$ cat config.mk
export PLATFORM = sky130hd
export DESIGN_NAME = rll_keyed_gate_bank
export DESIGN_NICKNAME = d
export VERILOG_FILES = /design/src/rtl/rll_pkg.sv /design/src/rtl/rll_key_shifter.sv /design/src/rtl/rll_keyed_gate_bank.sv
export SDC_FILE = /design/constraint.sdc
export NUM_CORES = 1
export LEC_CHECK = 0
export CORE_MARGIN = 2
export CORE_UTILIZATION = 53
export DETAILED_ROUTE_END_ITERATION = 10
export HOLD_SLACK_MARGIN = 0.1
export PLACE_DENSITY = 0.8
export SYNTH_ARGS = -nofsm -noshare
export SYNTH_HDL_FRONTEND = slang
export SYNTH_SLANG_ARGS = --single-unit
$ cat constraint.sdc
create_clock -name clk -period 2 [get_ports clk]
set_input_delay 0.4 -clock clk [delete_from_list [all_inputs] [get_ports clk]]
set_output_delay 0.4 -clock clk [all_outputs]
set_load 0.02 [all_outputs]
$ cat src/rtl/rll_pkg.sv
// Shared types and helpers for the RLL keyed gate bank.
package rll_pkg;

    typedef enum logic [1:0] {
        EMPTY   = 2'd0,
        LOADING = 2'd1,
        FULL    = 2'd2,
        ACTIVE  = 2'd3
    } rll_key_state_e;

    // Upper bound on DATA_W/KEY_W; the counter is sized to hold KEY_W+1 at this bound.
    localparam int unsigned RLL_MAX_W = 64;
    localparam int unsigned RLL_CNT_W = $clog2(RLL_MAX_W + 2);

    // Bits where key and pol are both zero pass through untouched.
    function automatic logic [RLL_MAX_W-1:0] apply_key(
        input logic [RLL_MAX_W-1:0] data,
        input logic [RLL_MAX_W-1:0] key,
        input logic [RLL_MAX_W-1:0] pol
    );
        return data ^ key ^ pol;
    endfunction

endpackage

$ cat src/rtl/rll_key_shifter.sv
// Serial key shadow register with bit counter and optional even-parity check.
// Parity support is enabled by RLL_KEY_PARITY_EN.
module rll_key_shifter
    import rll_pkg::*;
#(
    parameter int unsigned KEY_W    = 32,
    parameter int unsigned LOAD_LEN = 32
) (
    input  logic             clk,
    input  logic             rst,
    input  logic             clear,
    input  logic             cnt_clr,
    input  logic             shift_en,
    input  logic             key_bit,
    output logic [KEY_W-1:0] shadow,
    output logic             last,
    output logic             full,
    output logic             parity_ok
);

    localparam logic [RLL_CNT_W-1:0] LOAD_LEN_C = RLL_CNT_W'(LOAD_LEN);
    localparam logic [RLL_CNT_W-1:0] LAST_C     = RLL_CNT_W'(LOAD_LEN - 1);

    logic [RLL_CNT_W-1:0] cnt;
    logic [KEY_W-1:0]     shadow_shl;

    // Shift without slicing so KEY_W=1 elaborates cleanly.
    always_comb begin
        shadow_shl    = shadow << 1;
        shadow_shl[0] = key_bit;
    end

    assign last = (cnt == LAST_C);
    assign full = (cnt == LOAD_LEN_C);

`ifdef RLL_KEY_PARITY_EN
    localparam logic [RLL_CNT_W-1:0] KEY_LEN_C = RLL_CNT_W'(KEY_W);

    logic par_bit;

    always_ff @(posedge clk) begin
        if (rst || clear) begin
            shadow  <= '0;
            par_bit <= 1'b0;
            cnt     <= '0;
        end else if (cnt_clr) begin
            cnt <= '0;
        end else if (shift_en) begin
            // The trailing bit after the key is parity and never enters the shadow.
            if (cnt < KEY_LEN_C) shadow <= shadow_shl;
            else                 par_bit <= key_bit;
            cnt <= cnt + 1'b1;
        end
    end

    assign parity_ok = ((^shadow) == par_bit);
`else
    always_ff @(posedge clk) begin
        if (rst || clear) begin
            shadow <= '0;
            cnt    <= '0;
        end else if (cnt_clr) begin
            cnt <= '0;
        end else if (shift_en) begin
            shadow <= shadow_shl;
            cnt    <= cnt + 1'b1;
        end
    end

    assign parity_ok = 1'b1;
`endif

endmodule

$ cat src/rtl/rll_keyed_gate_bank.sv
// Sequential RLL key-gate bank: serially loaded shadow key, atomic commit, keyed data register.
// Optional key parity checking is enabled by RLL_KEY_PARITY_EN.
module rll_keyed_gate_bank
    import rll_pkg::*;
#(
    parameter int unsigned      DATA_W   = 32,
    parameter int unsigned      KEY_W    = 32,
    parameter logic [KEY_W-1:0] GATE_POL = 32'hA5C3_0F96
) (
    input  logic              clk,
    input  logic              rst,
    input  logic              key_bit_i,
    input  logic              key_valid_i,
    output logic              key_ready_o,
    input  logic              key_commit_i,
    input  logic              key_clear_i,
    output logic              key_loaded_o,
    output logic              key_err_o,
    input  logic [DATA_W-1:0] data_i,
    input  logic              data_valid_i,
    output logic [DATA_W-1:0] data_o,
    output logic              data_valid_o
);

`ifdef RLL_KEY_PARITY_EN
    localparam int unsigned LOAD_LEN = KEY_W + 1;
`else
    localparam int unsigned LOAD_LEN = KEY_W;
`endif

    rll_key_state_e   state;
    logic [KEY_W-1:0] active_key;
    logic [KEY_W-1:0] shadow;
    logic             last;
    logic             full;
    logic             parity_ok;
    logic             shift_en;
    logic             commit_ok;
    logic             err_q;

    logic [RLL_MAX_W-1:0] data_ext;
    logic [RLL_MAX_W-1:0] key_ext;
    logic [RLL_MAX_W-1:0] pol_ext;

    assign shift_en  = key_valid_i && key_ready_o;
    assign commit_ok = key_commit_i && (state == FULL) && full;
    assign key_err_o = err_q;

    rll_key_shifter #(
        .KEY_W    (KEY_W),
        .LOAD_LEN (LOAD_LEN)
    ) u_shifter (
        .clk       (clk),
        .rst       (rst),
        .clear     (key_clear_i),
        .cnt_clr   (commit_ok),
        .shift_en  (shift_en),
        .key_bit   (key_bit_i),
        .shadow    (shadow),
        .last      (last),
        .full      (full),
        .parity_ok (parity_ok)
    );

    // Ready is registered, so it is driven from the state being entered on each edge.
    always_ff @(posedge clk) begin
        if (rst) begin
            state        <= EMPTY;
            active_key   <= ~GATE_POL;
            key_loaded_o <= 1'b0;
            err_q        <= 1'b0;
            key_ready_o  <= 1'b0;
        end else if (key_clear_i) begin
            state        <= EMPTY;
            active_key   <= ~GATE_POL;
            key_loaded_o <= 1'b0;
            err_q        <= 1'b0;
            key_ready_o  <= 1'b1;
        end else if (commit_ok) begin
            key_ready_o <= 1'b1;
            if (parity_ok) begin
                state        <= ACTIVE;
                active_key   <= shadow;
                key_loaded_o <= 1'b1;
            end else begin
                state <= EMPTY;
                err_q <= 1'b1;
            end
        end else if (shift_en) begin
            state       <= last ? FULL : LOADING;
            key_ready_o <= !last;
        end else begin
            key_ready_o <= (state != FULL);
        end
    end

    always_comb begin
        data_ext = '0;
        key_ext  = '0;
        pol_ext  = '0;
        data_ext[DATA_W-1:0] = data_i;
        key_ext[KEY_W-1:0]   = active_key;
        pol_ext[KEY_W-1:0]   = GATE_POL;
    end

    always_ff @(posedge clk) begin
        if (rst) begin
            data_o       <= '0;
            data_valid_o <= 1'b0;
        end else begin
            data_o       <= DATA_W'(apply_key(data_ext, key_ext, pol_ext));
            data_valid_o <= data_valid_i;
        end
    end

endmodule

==> results.yml <==
critical_path:
  timing.rr.start: "u_shifter.cnt[2]"
  critical_path.top_delay_family: "buffers and inverters"
  r2r_end: "u_shifter.cnt[1]"
  first_element_of_the_critical_path: "key_ready_o"
  kind_of_start_point_of_the_critical_path: "register"
  crit_type: "register to primary output"
  critPathCaptureType: "primary output"
  timing.critical_path.depth: 1
  critPathMaxStageDelay_ps: 640
  cp_slowest_cell: "sky130_fd_sc_hd__clkdlybuf4s50_1"
  critical_path.cell_chain: "clkdlybuf4s50_1"
  reg2reg_depth: 4
  critical_path_arrival_ps: 1450
  critical_path_required_ps: 1600
  regToRegSetupSlack_ps: 310
  worst_setup_path_endpoint: "key_ready_o"
  timing.critical_path.buf_inv: 1
  timing.critical_path.fanout_max: 9
global_routing:
  pin_count_of_the_biggest_net_entering_global_routing: 68
  first_pass_grt_wire_length_mm: 16.11
  first_global_vias: 3675
  grt_antenna_before_repair: 0
  global_route.overflow_total: 0
  overall_routing_resource_usage_pct: 22.01
cts:
  cts.sink_count: 108
  cts_repair_resize_count: 1
  clk_latency_worst_skew_pair_ps: 370
  cts_root_buf: "sky130_fd_sc_hd__clkbuf_8"
  cts.reportedPaths.clkPinSlew_ps: 100
  cts_tree: "done"
  postCtsSetupRepairBufs: 0
  cts_htree_levels: 3
  clk_path_buf_depth: 2
  tritoncts.num_buffers: 9
  cts_hold_buffers: 0
power:
  finalPower_mw: 3.971
  total_leakage_power_nw: 1.992
  power.ir.vdd_worst_mv: 0.4568
  power.density_nw_per_um2: 705.1
job:
  max_cap_viol: 0
floorplanning:
  floorplan.rows: 33
  die_width_microns: 96.25
  core_area_sq_um: 8217
  io_pins: 75
  y_dimension_of_the_die_microns: 96.25
  die_area_sq_um: 9264
  floorplan.initialDensity_pct: 54.90
timing:
  final-setup-viol-count: 0
  hold_viol: 0
  timing.fmax_mhz: 539.7
  post-route-min-period_ps: 1853
  slew_violations: 0
  clock_skew_ps: 9.346
  worst_slew_pin_tran_ps: 668.9
  layout_worst_path_cycle_share_pct: 92.64
  rsz_0062_raised_after_global_routing: "false"
  finalHoldWorstSlack_ps: 478.2
  timing.slew.headroom_pct: 55.41
  timing.setup.tns_ps: 0
outcome:
  run_status: "finished, final reports clean"
min_path:
  holdCritPathClass: "register to register"
  hold_depth: 2
placement:
  dp.final_hpwl_mm: 6.488
  detailed_place.area_sq_um: 5413
  dp_cells: 656
  placement.io_buffers: 73
  gpl.final_weighted_congestion: 0.8231
synth:
  post_synth_num_cell_types: 38
  netlist_instances: 497
  register_bit_count_reported_by_yosys: 108
  syn_nets: 538
  synth-edff-count: 0
  post_synth.cell_area_avg_sq_um: 9.076
  mappedNetlistArea_sq_um: 4511
  postSynth.asyncResetShare_pct: 0
  synth_ff_type: "sky130_fd_sc_hd__dfxtp_1"
  ys_warn_count: 0
  yosysSeqAreaShare_pct: 47.93
cells_and_area:
  post_layout_nonfiller_instances: 672
  diodes: 0
  post_route_cells_drive_above_1_share_pct: 8.289
  postLayoutCellArea_sq_um: 5632
  finalNetCount: 603
  layout-area-overhead-vs-synth_pct: 24.85
routing:
  vias_per_cell: 5.545
  antenna_left: 0
  detailed_route_wire_length_mm: 9.668
  detail_route.drc_violations: 0
  wl_per_cell_microns: 14.39
  drt_iter0_markers: 299
  pre_antenna_drt_iters: 5
  vias: 3726
where the power goes:
part / total, mW / switching (mW) / internal, mW
Combinational: 0.354 / 0.175 / 0.179
Sequential: 2.20 / 0.0149 / 2.19
Clock: 1.41 / 0.776 / 0.638
Total: 3.97 / 0.965 / 3.01
cells in the mapped netlist (all sizes together), types with 2 or more instances:
library cell | number | share of area (%)
or3 | 5 | 0.69
xor2 | 17 | 3.3
ha | 2 | 0.55
o311ai | 32 | 6.2
a21oi | 8 | 0.89
clkbuf | 28 | 2.3
o21a | 2 | 0.33
nor2 | 67 | 5.6
nor2b | 2 | 0.28
xnor2 | 17 | 3.3
o211ai | 32 | 5.3
nand2 | 69 | 5.7
nand3 | 38 | 4.2
dfxtp | 108 | 48
mux2i | 32 | 7.1
nor3 | 2 | 0.58
o21ai | 4 | 0.44
buf | 14 | 2.3
inv | 4 | 0.33
state kept, by name (all words and copies together), names as in the netlist:
name and flops:
active_key 32, u_shifter.shadow 32, key_loaded_o 1, key_ready_o 1, state 2, u_shifter.cnt 7, data_valid_o 1, data_o 32
through the flow:
| stage | setup WS (ps) | utilization [%] |
|---|---|---|
| after global placement | -28.99 | 65.87 |
| after detailed placement | -50.81 | 65.87 |
| after global routing | 105.2 | 68.54 |
| final | 147.2 | 68.54 |
| after CTS | 128.0 | 68.54 |
| after floorplan | 438.6 | - |
layout make-up:
class                      instances  area [sq um]
clock buffer                      10         137.6
sequential                       108          2163
clock inverter                     6         80.08
tap                              105         131.4
multi-input combinational        343          2151
fill                             662          2585
inverter                           4         15.01
timing repair buffer              96         953.4
layout by cell type (no fill, tap or decap), types with 2 or more instances in the layout:
master and count:
sky130_fd_sc_hd__inv_6 3, sky130_fd_sc_hd__o21a_1 2, sky130_fd_sc_hd__xor2_1 17, sky130_fd_sc_hd__ha_1 2, sky130_fd_sc_hd__nand3_1 38, sky130_fd_sc_hd__nand2_1 69
sky130_fd_sc_hd__mux2i_1 32, sky130_fd_sc_hd__xnor2_1 17, sky130_fd_sc_hd__a21oi_1 8, sky130_fd_sc_hd__o311ai_0 2, sky130_fd_sc_hd__o21ai_0 4, sky130_fd_sc_hd__clkdlybuf4s50_1 73
sky130_fd_sc_hd__nor2_1 66, sky130_fd_sc_hd__or3_1 5, sky130_fd_sc_hd__o211ai_1 32, sky130_fd_sc_hd__clkbuf_8 10, sky130_fd_sc_hd__inv_1 4, sky130_fd_sc_hd__nor3_4 2
sky130_fd_sc_hd__o311ai_1 30, sky130_fd_sc_hd__buf_4 19, sky130_fd_sc_hd__nor2b_1 2, sky130_fd_sc_hd__buf_12 4, sky130_fd_sc_hd__dfxtp_1 107
metal layers:
metal,track usage [%],wire (microns)
met5,0,0
met4,8.690,147
met3,2.897,526
met2,37.96,4655
met1,27.76,4338
tightest hold or removal path: stages, from the launching register on:
cell and delay (ps):
sky130_fd_sc_hd__dfxtp_1 330, sky130_fd_sc_hd__nand2_1 50, sky130_fd_sc_hd__mux2i_1 50
worst min-delay path by stage:
stage,start,to,slack (ps)
finish,active_key[1],active_key[1],480
global route,active_key[22],active_key[22],500
CTS,key_loaded_o,key_loaded_o,480
detailed placement,key_loaded_o,key_loaded_o,460
global placement,key_loaded_o,key_loaded_o,450
floorplan,active_key[1],active_key[1],450
kinds of logic (layout without fill, tap and decap cells):
kind of cell               after synthesis  after routing  synth area share (%)
AOI/OAI and AO/OA                       82             82                 14.01
and+or+nand+nor                        192            192                 18.75
muxes                                   32             32                 7.101
DFF                                    108            108                 47.93
xor gates and xnor gates                34             34                 6.602
other                                    1              1               0.08314
adders and majority gates                2              2                0.5547
buffers and inverters                   46            116                 4.965
No activity file was read; power rests on OpenSTA's default activity.
